**src/rtl/rx_capture.sv**
```systemverilog
// rtl/rx_capture.sv - triggered ADC capture into a stream packet through a small FIFO
module rx_capture #(
    parameter int DATA_W  = 32,
    parameter int CNT_W   = 16,
    parameter int FIFO_AW = 4
) (
    input  logic              clk,
    input  logic              rstn,
    input  logic              trig,
    input  logic [CNT_W-1:0]  rxsmps,
    input  logic [CNT_W-1:0]  rxdelay,
    input  logic [DATA_W-1:0] adc_0,
    output logic [DATA_W-1:0] m_tdata,
    output logic              m_tvalid,
    input  logic              m_tready,
    output logic              m_tlast,
    output logic              busy,
    output logic              ovf
);

    localparam int DEPTH = 1 << FIFO_AW;

    typedef enum logic [1:0] {IDLE, DELAY, CAPT, DRAIN} state_t;

    state_t               state;
    logic [CNT_W-1:0]     dcnt;
    logic [CNT_W-1:0]     scnt;
    logic [FIFO_AW:0]     wptr;
    logic [FIFO_AW:0]     rptr;
    logic [DATA_W-1:0]    mem_data [DEPTH];
    logic [DEPTH-1:0]     mem_last;
    logic                 ovf_q;

    logic                 empty;
    logic                 full;
    logic                 push;
    logic                 push_last;
    logic                 push_ok;
    logic                 pop;
    logic [FIFO_AW-1:0]   waddr;
    logic [FIFO_AW-1:0]   raddr;
    logic [FIFO_AW-1:0]   paddr;

    // Extra pointer bit distinguishes full from empty; fullness is taken
    // before this cycle's pop so a push into a full FIFO is always dropped.
    assign waddr     = wptr[FIFO_AW-1:0];
    assign raddr     = rptr[FIFO_AW-1:0];
    assign paddr     = waddr - 1'b1;
    assign empty     = (wptr == rptr);
    assign full      = (wptr[FIFO_AW] != rptr[FIFO_AW]) && (waddr == raddr);
    assign push      = (state == CAPT);
    assign push_last = push && (scnt == CNT_W'(1));
    assign push_ok   = push && !full;
    assign pop       = m_tvalid && m_tready;

    // Head entry drives the stream; data is forced to zero while empty so
    // that reset leaves a clean bus even though the storage is not reset.
    assign m_tvalid = !empty;
    assign m_tdata  = empty ? '0 : mem_data[raddr];
    assign m_tlast  = !empty && mem_last[raddr];
    assign busy     = (state != IDLE);
    assign ovf      = ovf_q;

    // Sample storage: written only on an accepted push.
    always_ff @(posedge clk) begin
        if (push_ok) begin
            mem_data[waddr] <= adc_0;
        end
    end

    // Control: FSM, delay/sample counters, FIFO pointers, last tags, overflow.
    always_ff @(posedge clk or negedge rstn) begin
        if (!rstn) begin
            state    <= IDLE;
            dcnt     <= '0;
            scnt     <= '0;
            wptr     <= '0;
            rptr     <= '0;
            mem_last <= '0;
            ovf_q    <= 1'b0;
        end else begin
            if (push_ok) begin
                wptr            <= wptr + 1'b1;
                mem_last[waddr] <= push_last;
            end else if (push && push_last) begin
                // Final sample lost: terminate the packet on the newest stored beat.
                mem_last[paddr] <= 1'b1;
            end
            if (push && full) begin
                ovf_q <= 1'b1;
            end
            if (pop) begin
                rptr <= rptr + 1'b1;
            end

            case (state)
                IDLE: begin
                    if (trig && (rxsmps != '0)) begin
                        scnt  <= rxsmps;
                        dcnt  <= rxdelay;
                        ovf_q <= 1'b0;
                        state <= (rxdelay == '0) ? CAPT : DELAY;
                    end
                end
                DELAY: begin
                    dcnt <= dcnt - 1'b1;
                    if (dcnt == CNT_W'(1)) begin
                        state <= CAPT;
                    end
                end
                CAPT: begin
                    scnt <= scnt - 1'b1;
                    if (scnt == CNT_W'(1)) begin
                        state <= DRAIN;
                    end
                end
                DRAIN: begin
                    if (empty) begin
                        state <= IDLE;
                    end
                end
                default: state <= IDLE;
            endcase
        end
    end

endmodule

```
**config.mk**
```make
export PLATFORM = sky130hd
export DESIGN_NAME = rx_capture
export DESIGN_NICKNAME = d
export VERILOG_FILES = /design/src/rtl/rx_capture.sv
export SDC_FILE = /design/constraint.sdc
export NUM_CORES = 1
export LEC_CHECK = 0
export BUFFER_PORTS_ARGS = -buffer_cell sky130_fd_sc_hd__buf_4
export CORE_AREA = 2 2 259 210
export DETAILED_ROUTE_END_ITERATION = 7
export DIE_AREA = 0 0 261 212
export SLEW_MARGIN = 20
export SYNTH_ARGS = -nofsm -noshare
export SYNTH_HDL_FRONTEND = slang
export SYNTH_SLANG_ARGS = --single-unit
export TNS_END_PERCENT = 100
```
**constraint.sdc**
```tcl
create_clock -name clk -period 9.4 [get_ports clk]
set_clock_uncertainty 0.15 [all_clocks]
set_input_delay 1.41 -clock clk [delete_from_list [all_inputs] [get_ports clk]]
set_output_delay 1.41 -clock clk [all_outputs]
set_load 0.005 [all_outputs]
```
# Word-level counts from Yosys, hierarchy flattened
# Memory sizes are Yosys's and may differ from the RTL's.
# Index checks and enable logic that the tools add are counted.
# totals
regBits	61
mem_bits_rw	512
in_bits	68
elab_cells	78
mem_count	1
# memory_table
name	depth	width	read_ports	rd_clocked_by_memory_dff	write_ports	line_no	rtl
mem_data	16	32	1	0	1	30	logic [DATA_W-1:0] mem_data [DEPTH];
# op_classes
n_addsub	5
magnitude_cmp	5
n_eq_ne	12
n_mux	25
n_bitwise	1
n_reduce_logical	22
# op_table
cell	count
$mux 16	4
$pmux 16 s2	2
$eq 16x1->1 const B	2
$mux 32	1
$sub 16x1->16 const B	2
$bwmux 16	1
$logic_not 16->1	1
$or 16x16->16	1
$reduce_bool 16->1	1
$lt 4x5->1 const B	3
$add 5x1->5 const B	2
$logic_and 1x1->1	10
$mux 2	5
$demux 1 s4	2
$ge 4x1->1 const B	2
$mux 1	8
$pmux 2 s4	1
$reduce_bool 2->1	4
$ne 2x2->1 const B	3
$eq 5x5->1	1
$bmux 1 s4	1
$eq 2x2->1 const B	2
$eq 4x4->1	1
$reduce_and 2->1	2
7 further kinds	8

# Logic depth before layout (Yosys ltp)
# logic_depth
ltp_word	8
mapped_depth	9
mapped_depth_nobuf	7

# Least setup slack after synthesis
# Ideal clock, no wire load.
# synth_timing
kind	reg2reg
startpoint	reg state[0]
endpoint	reg mem_last[5]
setup_time_ns	0.132
arrival_ns	4.301
t_required_ns	9.118
slack_ns	4.817
path_stages_with_launch	9
path_buffers	2
cell_sequence	dfrtp_1 -> inv_1 -> ha_1 -> clkbuf_1 -> clkinv_1 -> clkbuf_1 -> a211oi_1 -> mux2i_1 -> o21ai_0
# synth_between
elab_chain_len	4
# synth_rtl
element	line_no	rtl
from (decl)	25	state_t state;
from (signal assigned)	102	state <= (rxdelay == '0) ? CAPT : DELAY;
$eq 2x2->1 *	51	assign push = (state == CAPT);
$logic_and 1x1->1	52	assign push_last = push && (scnt == CNT_W'(1));
$bwmux 16 / $logic_and 1x1->1 (equally long branches)	84, 85	
$mux 16 / $reduce_bool 2->1 (equally long branches)	n/a	
to (signal, indexed assignment)	84	mem_last[waddr] <= push_last;
to (decl)	31	logic [DEPTH-1:0] mem_last;
# Mark *: on every way between the ends. The rest lies on a longest branch, timed or not.
# A chain may end at the register's enable or synchronous reset.

# Worst setup path in the final report
# layout_timing
startpoint	reg rptr[1]
endpoint	out m_tdata[1]
# layout_between
elab_chain_len	2
# layout_rtl
element	line_no	rtl
from (decl)	29	logic [FIFO_AW:0] rptr;
from (signal assigned)	93	rptr <= rptr + 1'b1;
$mem_v2 16x32 / $eq 5x5->1 (equally long branches)	n/a	
$mux 32 *	59	assign m_tdata = empty ? '0 : mem_data[raddr];
to (decl)	13	output logic [DATA_W-1:0] m_tdata,
# Marks and branches as above.

==> key figures <==
Final layout
  • Layout cell share with drive strength beyond 1: 31.0%
  • Final core utilization: 51.5%
  • Layout net count: 1,422
  • FILL cells: 4,225
  • Antenna diodes: 0
  • Area delta synth->final: 15.9%

Clock network
  • Clock Sink Count: 573
  • Resized Gates After CTS: 0
  • Cts hold-fix bufs: 0
  • Clock transition at path regs: 0.06 ns
  • TritonCTS clock tree: yes
  • Number of buffers created by CTS: 57
  • Clk buf depth: 3
  • Clk_lat worst skew: 0.62 ns
  • H-tree Lvls: 2
  • Root buf cell: clkbuf_16
  • Post-CTS Setup Inserts: 0

Die
  • Initial Util: 44.4%
  • Core ar.: 53,100 um2
  • Die area: 55,300 um2
  • Num rows: 76
  • Die H: 212 um
  • Die width: 261 um
  • Num ports: 104

Synth
  • Main combinational cell family by area after synthesis: multiplexers
  • Post-synthesis compound-gate area fraction: 4.50%
  • Mapped cell area: 23,600 um2
  • Area leader, netlist: edfxtp_1
  • Syn. warnings: 0
  • Register area share after synthesis: 71.7%
  • Syn Nets: 1,298
  • Multiplexer area fraction after synthesis: 16.7%
  • Post-Synth XOR/XNOR Area: 0.632%
  • Gate count of the mapped netlist: 1,215
  • Synthesized flop and latch total: 573
  • Synth Flop Type: edfxtp_1
  • Top cell type's share of synthesized area: 65.3%
  • Avg Cell Area, Syn: 19.4 um2
  • FFs w/ async S/R, synth: 10.6%
  • Top cells by area, synth: edfxtp_1, mux4_2, dfrtp_1, o21ai_0, and2_1
  • EDFF count, synth: 512
  • Adder-cell share of the synthesized area: 0.797%
  • Synth Area in Simple Gates: 4.21%
  • Unique masters post-synth: 66

Global routing
  • Gr usage total: 19.5%
  • Top Usage Layer GRT: met2
  • Initial antenna violation count: 1
  • First-pass GRT wire length: 79,800 um
  • Vias in the first global route: 12,469
  • Grt met2 use: 30.8%
  • Met1 GRT Util: 28.7%
  • Largest net degree at the start of global routing: 105
  • M3 GR Usage: 3.05%
  • Grt total ovfl: 0

STA
  • Total negative slack: 0 ns
  • Max frequency: 174 MHz
  • Final hold violation count: 0
  • Setup violators final: 0
  • RSZ-0062 raised after global routing: no
  • Slew HR: 28.5%
  • Max-slew violations: 0
  • Final min period: 5.74 ns
  • Final worst-path cycle share: 61.0%
  • Worst Tran Pin Value: 1.07 ns

Setup path
  • Setup crit start kind: flip-flop
  • RR Startpoint: rptr[1]$_DFFE_PN0P_
  • Crit-path max FO: 51
  • Crit path kind: flip-flop to primary output
  • CP Capture Type: primary output
  • Critical path arrival: 4.18 ns
  • Crit path required time: 7.84 ns
  • Worst Setup SP: rptr[1]$_DFFE_PN0P_

Power and ir drop
  • Internal power: 5.66 mW
  • Clock group share of total power: 28.8%
  • Peak supply drop: 175 uV
  • Comb pwr share: 31.1%
  • PwrDens: 298 nW/um2
  • Switch Pwr: 2.47 mW
  • Sequential share of power: 40.1%
  • LEAKAGE: 8.87 nW
  • Net Sw Frac: 30.4%

Routing
  • Routed len/inst: 25.1 um
  • Vias: 12,081
  • Vias per cell: 5.79
  • DRC violations left: 0
  • Post-Route WL: 52,500 um
  • Number of DRC markers in iteration 0: 1,041
  • DR pass1 iterations: 5
  • DRT antenna net count: 0

Job
  • Max Cap Viol: 0

Placement
  • IO buf count: 103
  • GPL Wtd Cong: 0.819
  • Dpl hpwl: 28,100 um

Hold path
  • Hold WC Path Type: flip-flop to flip-flop
  • HP Start: mem_last[14]$_DFFE_PN0P_

Outcome
  • Outcome: finished clean
-- registers in the layout, summed over array words and instances, names as in the netlist --
register,count
wptr,5
scnt,16
ovf,1
rptr,5
dcnt,16
mem_last,16
mem_data,512
state,2
-- per-layer routing --
metal  part of all wire, %  vias up
met2                    48      331
met1                    44     6417
met5                 0.021        -
met4                   2.2        2
li1                      -     5248
met3                   5.3       83
-- power groups by stage --
| stage | Clock [mW] | Combinational (mW) | Sequential [mW] |
|---|---|---|---|
| after floorplan | 0 | 1.84 | 3.12 |
| after global placement | 0 | 2.53 | 3.31 |
| after detailed placement | 0 | 2.56 | 3.32 |
| after CTS | 2.39 | 2.57 | 3.27 |
| after global routing | 2.50 | 2.75 | 3.30 |
| final | 2.34 | 2.52 | 3.26 |
-- worst max-delay path, cell delays in order, from the launching register on --
cell     delay [ns]
dfrtp_4        0.83
buf_4          0.76
buf_4          0.68
mux4_2         0.40
mux4_2         0.52
and2_1         0.19
buf_4          0.13
-- synth_stat cells (16+ instances only) --
master    count
a21oi_1      29
dfrtp_1      61
and2_1       35
clkbuf_1     39
nand2_1      50
nor2_1       28
o22ai_1      16
buf_2        16
o21ai_0      52
edfxtp_1    512
mux4_2      165
-- through the flow --
step                cell area, um2  total power, mW  setup slack (ns)  hold WS, ns  instances
finish                       27300             8.13              3.66        0.351       2087
global placement             25400             5.84              4.30        0.332       1982
floorplan                    23600             4.96              4.82        0.301       1215
detailed placement           25400             5.88              4.26        0.340       1982
global route                 27300             8.55              3.49        0.394       2087
CTS                          27300             8.23              3.59        0.356       2087
-- layout make-up --
class | instances | area [um2] | area share (%)
clock buffers | 62 | 1460 | 5.33
clock inverters | 43 | 470 | 1.72
inverters | 15 | 56.3 | 0.206
multi-input cells | 561 | 6540 | 23.9
flip-flops and latches | 573 | 16900 | 61.9
well taps | 702 | 878 | 3.22
repair buffers | 131 | 996 | 3.65
-- placed cells by master, fill, tap and decap left out, types with 9 or more instances in the layout --
| cell type | n |
|---|---|
| ha_1 | 15 |
| o22ai_1 | 16 |
| a21oi_1 | 29 |
| nor3_1 | 10 |
| clkinv_1 | 16 |
| inv_1 | 12 |
| buf_4 | 130 |
| bufinv_16 | 9 |
| nand3_1 | 10 |
| dfrtp_1 | 57 |
| nor2_1 | 28 |
| clkinv_2 | 13 |
| a211oi_4 | 15 |
| xnor2_1 | 12 |
| and2_1 | 35 |
| o21ai_0 | 51 |
| mux2i_1 | 13 |
| nand2_1 | 50 |
| clkbuf_16 | 57 |
| a31oi_1 | 9 |
| edfxtp_1 | 512 |
| mux4_2 | 165 |
-- worst paths after layout --
path,end,slack [ns],cells after the start
max,m_tdata[1],3.66,6
min,mem_last[14]$_DFFE_PN0P_,0.35,2
min reg2reg,mem_last[14]$_DFFE_PN0P_,0.35,2
max reg2reg,mem_data[15][7]$_DFFE_PP_,4.93,8
max in group asynchronous,rptr[1]$_DFFE_PN0P_,7.69,1
min in group asynchronous,dcnt[7]$_DFFE_PN0P_,0.74,1
-- kinds of logic after synthesis --
group | count (synthesis)
AO/OA/AOI/OAI | 159
XOR/XNOR | 17
adder cells (fa/ha/maj) | 15
buffers and inverters | 81
flip-flops | 573
multiplexers | 183
AND/OR/NAND/NOR | 187
(Power assumes the default switching activity.)
